==> src/rtl/circle_raster_pkg.sv <==
// Shared types and defaults for the circle rasteriser.
// Holds width defaults, FSM state encoding and draw mode encoding.
package circle_raster_pkg;

   localparam int DEF_WIDTH_BITS   = 10;
   localparam int DEF_HEIGHT_BITS  = 9;
   localparam int DEF_CHANNEL_BITS = 8;
   localparam int DEF_SCREEN_W     = 640;
   localparam int DEF_SCREEN_H     = 480;

   localparam logic MODE_FILLED  = 1'b0;
   localparam logic MODE_OUTLINE = 1'b1;

   typedef enum logic [2:0] {
      ST_IDLE,
      ST_ROW_INIT,
      ST_SPAN_SEARCH,
      ST_EMIT,
      ST_FIN
   } state_t;

endpackage

==> src/rtl/circle_span_gen.sv <==
// Incremental half-width search: tracks h(a) and h(a+1) with two
// pointers that step by one per cycle until both settle.
module circle_span_gen #(
   parameter int W = 10
) (
   input  logic               clk,
   input  logic               n_rst,
   input  logic               clr,
   input  logic               req,
   input  logic signed [W+1:0] a,
   input  logic [W-1:0]       rad,
   output logic               span_valid,
   output logic signed [W+1:0] h,
   output logic signed [W+1:0] k
);

   localparam int CW = W + 2;
   localparam int SW = 2 * W + 2;
   localparam logic signed [CW-1:0] C_ONE = CW'(1);
   localparam logic signed [CW-1:0] C_NEG = '1;

   logic signed [CW-1:0] pa, pb, tgt, sa, sb, pa_m1;
   logic signed [SW-1:0] r2, ta2, tb2;
   logic                 run;

   function automatic logic signed [SW-1:0] sq(
      input logic signed [CW-1:0] v
   );
      logic signed [SW-1:0] e;
      e = {{(SW-CW){v[CW-1]}}, v};
      return e * e;
   endfunction

   // -1 to shrink, +1 to grow, 0 once p is the largest dx inside
   function automatic logic signed [CW-1:0] step(
      input logic signed [CW-1:0] p,
      input logic signed [SW-1:0] t2,
      input logic signed [SW-1:0] rr
   );
      if (!p[CW-1] && (sq(p) + t2 > rr))
         return C_NEG;
      else if (sq(p + C_ONE) + t2 <= rr)
         return C_ONE;
      return '0;
   endfunction

   assign r2  = sq($signed({2'b00, rad}));
   assign ta2 = sq(tgt);
   assign tb2 = sq(tgt + C_ONE);
   assign sa  = step(pa, ta2, r2);
   assign sb  = step(pb, tb2, r2);

   assign span_valid = run && (sa == '0) && (sb == '0);
   assign pa_m1      = pa - C_ONE;
   assign h          = pa;
   assign k          = (pb < pa_m1) ? pb : pa_m1;

   always_ff @(posedge clk) begin
      if (!n_rst || clr) begin
         run <= 1'b0;
         pa  <= C_NEG;
         pb  <= C_NEG;
         tgt <= '0;
      end else if (req) begin
         run <= 1'b1;
         tgt <= a;
      end else if (run) begin
         if (span_valid)
            run <= 1'b0;
         pa <= pa + sa;
         pb <= pb + sb;
      end
   end

endmodule

==> src/rtl/circle_raster.sv <==
// Filled/outline circle rasteriser with screen clipping and a
// valid/ready pixel stream in row-major order.
module circle_raster
   import circle_raster_pkg::*;
#(
   parameter int WIDTH_BITS   = DEF_WIDTH_BITS,
   parameter int HEIGHT_BITS  = DEF_HEIGHT_BITS,
   parameter int CHANNEL_BITS = DEF_CHANNEL_BITS,
   parameter int SCREEN_W     = DEF_SCREEN_W,
   parameter int SCREEN_H     = DEF_SCREEN_H
) (
   input  logic                    clk,
   input  logic                    n_rst,
   input  logic                    start,
   input  logic                    mode,
   input  logic                    abort,
   input  logic [WIDTH_BITS-1:0]   xC,
   input  logic [HEIGHT_BITS-1:0]  yC,
   input  logic [WIDTH_BITS-1:0]   rad,
   input  logic [CHANNEL_BITS-1:0] r_i,
   input  logic [CHANNEL_BITS-1:0] g_i,
   input  logic [CHANNEL_BITS-1:0] b_i,
   output logic                    busy,
   output logic                    done,
   output logic                    valid,
   input  logic                    ready,
   output logic [WIDTH_BITS-1:0]   X,
   output logic [HEIGHT_BITS-1:0]  Y,
   output logic [CHANNEL_BITS-1:0] r_o,
   output logic [CHANNEL_BITS-1:0] g_o,
   output logic [CHANNEL_BITS-1:0] b_o
);

   localparam int CW = WIDTH_BITS + 2;
   localparam logic signed [CW-1:0] XMAX  = CW'(SCREEN_W - 1);
   localparam logic signed [CW-1:0] YLIM  = CW'(SCREEN_H);
   localparam logic signed [CW-1:0] C_ONE = CW'(1);

   state_t state, nstate;

   logic [WIDTH_BITS-1:0]  xc_q, rad_q, hi_q, lo2_q, hi2_q;
   logic [HEIGHT_BITS-1:0] yc_q;
   logic                   mode_q, pend2_q;

   logic signed [CW-1:0] dy, ady, y_row, xc_s, rad_s, h, k;
   logic signed [CW-1:0] l1, h1, l2, h2, c_l1, c_h1, c_l2, c_h2;
   logic span_valid, filled_like, row_on, has1, has2;
   logic last_row, accept, kill, xfer, seg_end, req;

   assign xc_s  = $signed({2'b00, xc_q});
   assign rad_s = $signed({2'b00, rad_q});
   assign y_row = $signed({{(CW-HEIGHT_BITS){1'b0}}, yc_q}) + dy;
   assign ady   = dy[CW-1] ? -dy : dy;

   circle_span_gen #(
      .W(WIDTH_BITS)
   ) u_span (
      .clk       (clk),
      .n_rst     (n_rst),
      .clr       (accept || kill),
      .req       (req),
      .a         (ady),
      .rad       (rad_q),
      .span_valid(span_valid),
      .h         (h),
      .k         (k)
   );

   // k < 0 means the inner gap is empty, so the row is one solid span
   assign filled_like = (mode_q == MODE_FILLED) || k[CW-1];
   assign l1 = xc_s - h;
   assign h1 = filled_like ? xc_s + h : xc_s - k - C_ONE;
   assign l2 = xc_s + k + C_ONE;
   assign h2 = xc_s + h;

   assign c_l1 = l1[CW-1] ? '0 : l1;
   assign c_h1 = (h1 > XMAX) ? XMAX : h1;
   assign c_l2 = l2[CW-1] ? '0 : l2;
   assign c_h2 = (h2 > XMAX) ? XMAX : h2;

   assign row_on = !y_row[CW-1] && (y_row < YLIM);
   assign has1   = row_on && (c_l1 <= c_h1);
   assign has2   = row_on && !filled_like && (c_l2 <= c_h2);

   assign last_row = (dy == rad_s);
   assign seg_end  = (X == hi_q);

   always_ff @(posedge clk) begin
      if (!n_rst)
         state <= ST_IDLE;
      else
         state <= nstate;
   end

   always_comb begin
      nstate = state;
      valid  = 1'b0;
      busy   = 1'b0;
      done   = 1'b0;
      req    = 1'b0;
      unique case (state)
         ST_IDLE: begin
            if (start)
               nstate = ST_ROW_INIT;
         end
         ST_ROW_INIT: begin
            busy   = 1'b1;
            req    = 1'b1;
            nstate = ST_SPAN_SEARCH;
         end
         ST_SPAN_SEARCH: begin
            busy = 1'b1;
            if (span_valid) begin
               if (has1 || has2)
                  nstate = ST_EMIT;
               else if (last_row)
                  nstate = ST_FIN;
               else
                  nstate = ST_ROW_INIT;
            end
         end
         ST_EMIT: begin
            busy  = 1'b1;
            valid = 1'b1;
            if (ready && seg_end && !pend2_q)
               nstate = last_row ? ST_FIN : ST_ROW_INIT;
         end
         ST_FIN: begin
            done   = 1'b1;
            nstate = start ? ST_ROW_INIT : ST_IDLE;
         end
         default: nstate = ST_IDLE;
      endcase
      if (abort && busy)
         nstate = ST_IDLE;
   end

   assign accept = start && ((state == ST_IDLE) || (state == ST_FIN));
   assign kill   = abort && busy;
   assign xfer   = valid && ready && !abort;

   always_ff @(posedge clk) begin
      if (!n_rst) begin
         xc_q    <= '0;
         yc_q    <= '0;
         rad_q   <= '0;
         mode_q  <= 1'b0;
         dy      <= '0;
         X       <= '0;
         Y       <= '0;
         hi_q    <= '0;
         lo2_q   <= '0;
         hi2_q   <= '0;
         pend2_q <= 1'b0;
         r_o     <= '0;
         g_o     <= '0;
         b_o     <= '0;
      end else begin
         if (accept) begin
            xc_q   <= xC;
            yc_q   <= yC;
            rad_q  <= rad;
            mode_q <= mode;
            dy     <= -$signed({2'b00, rad});
            r_o    <= r_i;
            g_o    <= g_i;
            b_o    <= b_i;
         end
         if ((state == ST_SPAN_SEARCH) && span_valid) begin
            if (has1) begin
               X       <= c_l1[WIDTH_BITS-1:0];
               hi_q    <= c_h1[WIDTH_BITS-1:0];
               lo2_q   <= c_l2[WIDTH_BITS-1:0];
               hi2_q   <= c_h2[WIDTH_BITS-1:0];
               pend2_q <= has2;
               Y       <= y_row[HEIGHT_BITS-1:0];
            end else if (has2) begin
               X       <= c_l2[WIDTH_BITS-1:0];
               hi_q    <= c_h2[WIDTH_BITS-1:0];
               pend2_q <= 1'b0;
               Y       <= y_row[HEIGHT_BITS-1:0];
            end else begin
               dy <= dy + C_ONE;
            end
         end
         if (xfer) begin
            if (!seg_end) begin
               X <= X + 1'b1;
            end else if (pend2_q) begin
               X       <= lo2_q;
               hi_q    <= hi2_q;
               pend2_q <= 1'b0;
            end else begin
               dy <= dy + C_ONE;
            end
         end
      end
   end

endmodule

==> config.mk <==
export PLATFORM = sky130hd
export DESIGN_NAME = circle_raster
export DESIGN_NICKNAME = d
export VERILOG_FILES = /design/src/rtl/circle_raster_pkg.sv /design/src/rtl/circle_span_gen.sv /design/src/rtl/circle_raster.sv
export SDC_FILE = /design/constraint.sdc
export NUM_CORES = 2
export LEC_CHECK = 0
export ABC_CLOCK_PERIOD_IN_PS = 21500
export BUFFER_PORTS_ARGS = -buffer_cell sky130_fd_sc_hd__buf_4
export CORE_UTILIZATION = 65
export CTS_CLUSTER_DIAMETER = 120
export DETAILED_ROUTE_END_ITERATION = 6
export GPL_TIMING_DRIVEN = 0
export MAX_ROUTING_LAYER = met4
export PLACE_DENSITY = 0.87
export SYNTH_ARGS = -nofsm -noshare
export SYNTH_HDL_FRONTEND = slang
export SYNTH_HIERARCHICAL = 1
export SYNTH_SLANG_ARGS = --single-unit
==> constraint.sdc <==
create_clock -name clk -period 21.5 [get_ports clk]
set_input_delay 1.075 -clock clk [delete_from_list [all_inputs] [get_ports clk]]
set_output_delay 1.075 -clock clk [all_outputs]
set_load 0.02 [all_outputs]
## Word level (Yosys, flattened, before mapping)

Cells that the tools add are included.

| operators by class | value |
|---|---|
| bitwise logic cells | 3 |
| multiplexer cells | 58 |
| $mul | 7 |
| $add $sub $neg | 21 |
| reductions and logical operators | 37 |
| eq/ne operators | 9 |
| order comparisons | 10 |

Operators with widths:

| cell | number |
|---|---|
| 12-bit two-way mux | 18 |
| 12-bit by 12-bit multiplier with 22-bit output | 6 |
| 10-bit two-way mux | 12 |
| 22-bit adder | 4 |
| 12-bit by 2-bit adder with 12-bit output, second input constant | 5 |
| 22-bit > comparator | 2 |
| 22-bit <= comparator | 2 |
| 11-bit by 12-bit adder with 12-bit output | 2 |
| 12-bit adder | 2 |
| 12-bit by 11-bit > comparator with 1-bit output, second input constant | 2 |
| 12-bit <= comparator | 2 |
| 12-bit logical NOT | 2 |
| 11-bit by 12-bit subtractor with 12-bit output | 2 |
| 12-bit by 2-bit subtractor with 12-bit output, second input constant | 2 |
| 11-bit two-way mux | 2 |
| 10-bit by 10-bit multiplier with 20-bit output | 1 |
| 1-bit two-way mux | 18 |
| 9-bit two-way mux | 2 |
| 1-bit logical AND | 15 |
| 3-bit two-way mux | 5 |
| 3-bit one-hot mux with 5 select lines | 1 |
| 10-bit by 12-bit adder with 12-bit output | 1 |
| 12-bit by 11-bit equality test with 1-bit output | 1 |
| 12-bit by 10-bit less-than comparator with 1-bit output, second input constant | 1 |
| other kinds (18) | 35 |

| word-level totals | value |
|---|---|
| word-level logic and storage cells | 164 |
| input bits | 59 |
| flip-flop bits (word level) | 156 |
| output and inout bits | 46 |

## Logic depth before layout (Yosys ltp)

| logic depth | value |
|---|---|
| depth in word-level cells | 15 |
| depth in mapped cells | 64 |
| gate-level depth less buffers | 64 |

## Modules after synthesis

The synthesis kept the hierarchy.

Modules (own cells, without submodules):

| module | sequential area each (sq um) | area an instance (sq um) | times used | cells an instance |
|---|---|---|---|---|
| circle_span_gen | 740.7 | 36417.4 | 1 | 4035 |
| circle_raster | 2382.3 | 9212.6 | 1 | 1229 |

## Worst setup path after synthesis

OpenSTA, ideal clock, no wires.

| path | value |
|---|---|
| kind | reg2reg |
| start point | reg u_span.tgt[9] |
| end point | reg u_span.pb[10] |
| data required time | 21.394 ns |
| slack | 8.498 ns |
| buffers on the path | 0 |
| period minus slack after synthesis | 13.002 ns |
| arrival | 12.896 ns |
| setup time | 0.106 ns |
| cell stages (with the launch flop) | 59 |
| path through | dfxtp_1 -> inv_1 -> nor2_1 -> inv_1 -> nor3_1 -> xor2_1 -> inv_1 -> nor2_1 -> fa_1 -> fa_1 -> inv_1 -> fa_1 -> inv_1 -> fa_1 -> inv_1 -> fa_1 -> inv_1 -> ha_1 -> (+23 left out) -> nand3_1 -> or4_1 -> or4_1 -> o21ai_1 -> nand4bb_1 -> o2111ai_2 -> inv_1 -> ha_1 -> nor2b_1 -> o21ai_0 -> a21boi_0 -> o21ai_0 -> a21boi_0 -> o21ai_0 -> a21boi_0 -> o21ai_0 -> a21oi_1 -> o311ai_0 |

| between the ends | value |
|---|---|
| cells in the longest elaborated chain, start to end | 8 |
| elaborated cells on any way between the ends | 12 |
| classes of those cells | add/sub (4); mul (1); order compare (2); mux (4); reduce/logical (1) |

Ends and longest elaborated chain:

| what | RTL line | source |
|---|---|---|
| start: declaration | circle_span_gen.sv:22 | `logic signed [CW-1:0] pa, pb, tgt, sa, sb, pa_m1;` |
| start signal: assignment | circle_span_gen.sv:63 | `tgt <= '0;` |
| start signal: assignment | circle_span_gen.sv:66 | `tgt <= a;` |
| 12-bit by 2-bit adder with 12-bit output * | circle_span_gen.sv:49 | `assign tb2 = sq(tgt + C_ONE);` |
| 12-bit by 12-bit multiplier with 22-bit output * | circle_span_gen.sv:31 | `return e * e;` |
| 22-bit adder, on equally long branches | circle_span_gen.sv:42, circle_span_gen.sv:40 |  |
| 22-bit <= comparator / 22-bit > comparator (equally long branches) | circle_span_gen.sv:42, circle_span_gen.sv:40 |  |
| 1-bit two-way mux / 1-bit logical AND (equally long branches) | circle_span_gen.sv:42, circle_span_gen.sv:40 |  |
| 1-bit two-way mux / 12-bit two-way mux (equally long branches) | circle_span_gen.sv:40 | `if (!p[CW-1] && (sq(p) + t2 > rr))` |
| 12-bit two-way mux * | circle_span_gen.sv:44 | `return '0;` |
| 12-bit adder * | circle_span_gen.sv:71 | `pb <= pb + sb;` |
| end signal: assignment | circle_span_gen.sv:71 |  |
| end: declaration | circle_span_gen.sv:22 |  |

Every way passes the cells marked *; elsewhere a longest branch is shown, timed or not.
A chain may end at the register's enable or synchronous reset.

## Worst setup path in the final report

| path | value |
|---|---|
| start point | reg u_span.tgt[0] |
| end point | reg u_span.pb[10] |

The elaborated chain is that of the path after synthesis.

==> qor.yml <==
status: "finished with violations"
violations: "max-capacitance violations, max-slew violations"
critPathKind: "flip-flop to flip-flop"
start_kind: "flip-flop"
fmax_ghz: 0.0613
design.core.area_um2: 69100
rows: 96
crit_top_cell: "fa_1"
worstPathMaxFanout: 10
cts_tree: "built"
grt_pass1_vias: 39000
firstDrtPassIters: 7
start_util_pct: 66.1
rsz0062_at_grt: "no"
grt_max_degree: 19
synth_top_area_share_pct: 35.5
route.detailed.drc: 0
yosysTopAreaCell: "fa_1"
syn-cell-area_um2: 45600
clkTransAtPathRegs_ns: 0.08
ys_types: 94
post_cts_buffers: 0
vias_per_cell: 5.93
hold_violations: 0
hold_buffers: 0
stdcell_area_um2: 48200
pin_count: 105
multiInputGateArea_um2: 37500
io_buffers: 104
dp_hpwl_um: 103000
clockBufferDepth: 2
synth-edff-count: 0
postPlaceCellArea_um2: 47600
finalSetupTns_ns: 0
place_congestion: 1.06
drive_above_1_share_pct: 4.39
crit_family: "adder cells"
min_period_over_period_pct: 75.9
syn_avg_cell_area_um2: 8.67
crit_path_end_kind: "flip-flop"
clock_sinks: 156
grt_pass1_wl_um: 200000
setup_violations: 0
synthFlopType: "dfxtp_1"
skew_ns: 0.0202
worstSkewPairLatency_ns: 0.46
first_iter_violations: 3451
cp.required_ns: 21.85
crit_slowest_cell: "dfxtp_1"
grt.total_usage_pct: 37.0
die_height_um: 267
synthTopCellsByArea: "fa_1 36%, ha_1 16%, inv_1 9.3%, dfxtp_1 6.8%, nand2_1 4.2%"
die_area_um2: 71300
worstMarginPinSlew_ns: 1.62
seqCellArea_um2: 3120
antenna_found_initial: 3
ant_nets: 0
relSlewSlack_pct: -8.97
final_nets: 6823
slowest_delay_ns: 0.79
cts_resized: 0
htree_levels: 4
maxCapViolCount: 1
wl_per_cell_um: 19.4
dieWidth_um: 267
ys_ff_latch: 156
hold_class: "flip-flop to flip-flop"
cts_buffers: 17
grt_overflow: 0
path_buf_inv: 9
syn_nets: 6699
synthToLayoutAreaGrowth_pct: 5.63
wirelength_um: 123000
seq_area_frac_synth_pct: 6.84
worst-r2r-setup-slack_ns: 5.18
ys_warn_count: 6
fin_crit_ns: 16.32
cts_root_buf: "clkbuf_16"
netlist_instances: 5264
fill_cells: 5146
crit_arrival_ns: 16.67
report.final.slew_viol_count: 3
async_reset_ff_share_pct: 0
route.vias.total: 37500
[worst min-delay path: stages (launching register included)]
cell,delay (ns)
dfxtp_1,0.31
nand2_1,0.05
a21oi_1,0.05
[final timing paths]
kind                                                   end  cells past startpoint                       start
worst max-delay path            u_span/pb[10]$_SDFFE_PP1P_                     57  u_span/tgt[0]$_SDFFE_PP0P_
worst min-delay path                   r_o[6]$_SDFFE_PN0P_                      2         r_o[6]$_SDFFE_PN0P_
worst max register to register  u_span/pb[10]$_SDFFE_PP1P_                     57  u_span/tgt[0]$_SDFFE_PP0P_
worst min register to register         r_o[6]$_SDFFE_PN0P_                      2         r_o[6]$_SDFFE_PN0P_
[cell type report]
cell class              count  share of cell area, %
repair buffers            105                   1.64
well taps                 931                   2.42
inverters                1153                   8.98
clock inverters            15                  0.369
clock buffers              17                  0.883
multi-input cells        3800                   77.8
flip-flops and latches    156                   6.48
plain buffers             155                   1.38
diodes                      3                 0.0156
[flip-flops by register name, indices dropped and copies added, names as in the netlist]
name        cells
hi_q           10
u_span/tgt     12
rad_q          10
g_o             8
u_span/run      1
pend2_q         1
mode_q          1
hi2_q          10
X              10
lo2_q          10
b_o             8
xc_q           10
r_o             8
state           3
dy             12
Y               9
u_span/pb      12
u_span/h       12
yc_q            9
[per-stage QoR]
step	instances	setup WS, ns	util, %	hold slack (ns)
5_1_grt	6335	4.64	69.8	0.483
3_3_place_gp	6299	6.14	68.9	0.441
2_1_floorplan	5264	8.50	-	0.433
6_report	6335	5.18	69.8	0.457
3_5_place_dp	6300	5.70	68.9	0.447
4_1_cts	6332	5.61	69.8	0.457
[per-layer routing]
layer | up-vias | GRT usage [%] | routed length (um)
met5 | - | - | 0
li1 | 16800 | - | -
met4 | 0 | 20.2 | 8020
met2 | 1970 | 57.9 | 56500
met1 | 18400 | 45.1 | 45800
met3 | 432 | 7.62 | 12800
[Yosys cell counts (8+ instances only)]
cell type  count
o31a_1        12
or3_1         19
and3_1        21
o311ai_0      10
nor2_1       371
and2_1       111
nand2b_1      48
a21oi_1      212
clkbuf_1     116
o21ai_0      132
xor2_1        97
buf_2         17
a21boi_0      14
o31ai_1       20
o21ai_1       11
or2_2         23
a221oi_1       8
clkinv_1      17
o21a_1        36
nand4_1       23
nor4_1        14
ha_1         566
a22oi_1       11
nor3_1        59
buf_1         11
nand3_1       58
o211ai_1      27
nand2_1      512
dfxtp_1      156
nor2b_1       46
mux2i_1       41
and4_1         8
a21o_1        58
a211oi_1      30
fa_1         810
inv_1       1135
nand3b_1       9
xnor2_1      204
o21bai_1      17
a211oi_2       9
a31oi_1       24
[cells in the final DEF (no fill, tap or decap), drive strengths merged, types with 14 or more instances in the layout]
| cell type | n |
|---|---|
| nor2b | 48 |
| ha | 566 |
| o21ai | 143 |
| nand4 | 23 |
| clkbuf | 133 |
| and3 | 22 |
| o21bai | 17 |
| mux2i | 41 |
| xnor2 | 204 |
| nand3 | 59 |
| o31ai | 20 |
| a21boi | 14 |
| fa | 810 |
| nand2 | 513 |
| o211ai | 30 |
| a21oi | 216 |
| clkinv | 23 |
| or3 | 20 |
| a31oi | 25 |
| nor2 | 371 |
| a21o | 58 |
| a211oi | 39 |
| dfxtp | 156 |
| o21a | 36 |
| nand2b | 49 |
| inv | 1142 |
| nor4 | 16 |
| and2 | 111 |
| buf | 144 |
| nor3 | 59 |
| or2 | 24 |
| xor2 | 97 |
[kinds of logic (layout without fill, tap and decap cells)]
kind of cell / after synthesis / count (layout) / synth area share [%]
buffers and inverters: 1308 / 1445 / 10.9
XOR/XNOR: 306 / 306 / 6.03
AND/OR/NAND/NOR: 1359 / 1359 / 13.8
adder cells (fa/ha/maj): 1376 / 1376 / 51.1
flip-flops: 156 / 156 / 6.84
AO/OA/AOI/OAI: 712 / 712 / 10.3
multiplexers: 47 / 47 / 1.05
other: 0 / 3 / 0
Power is not shown: default switching activity piles up to over one toggle a cycle in this logic, so the estimate is an artifact.
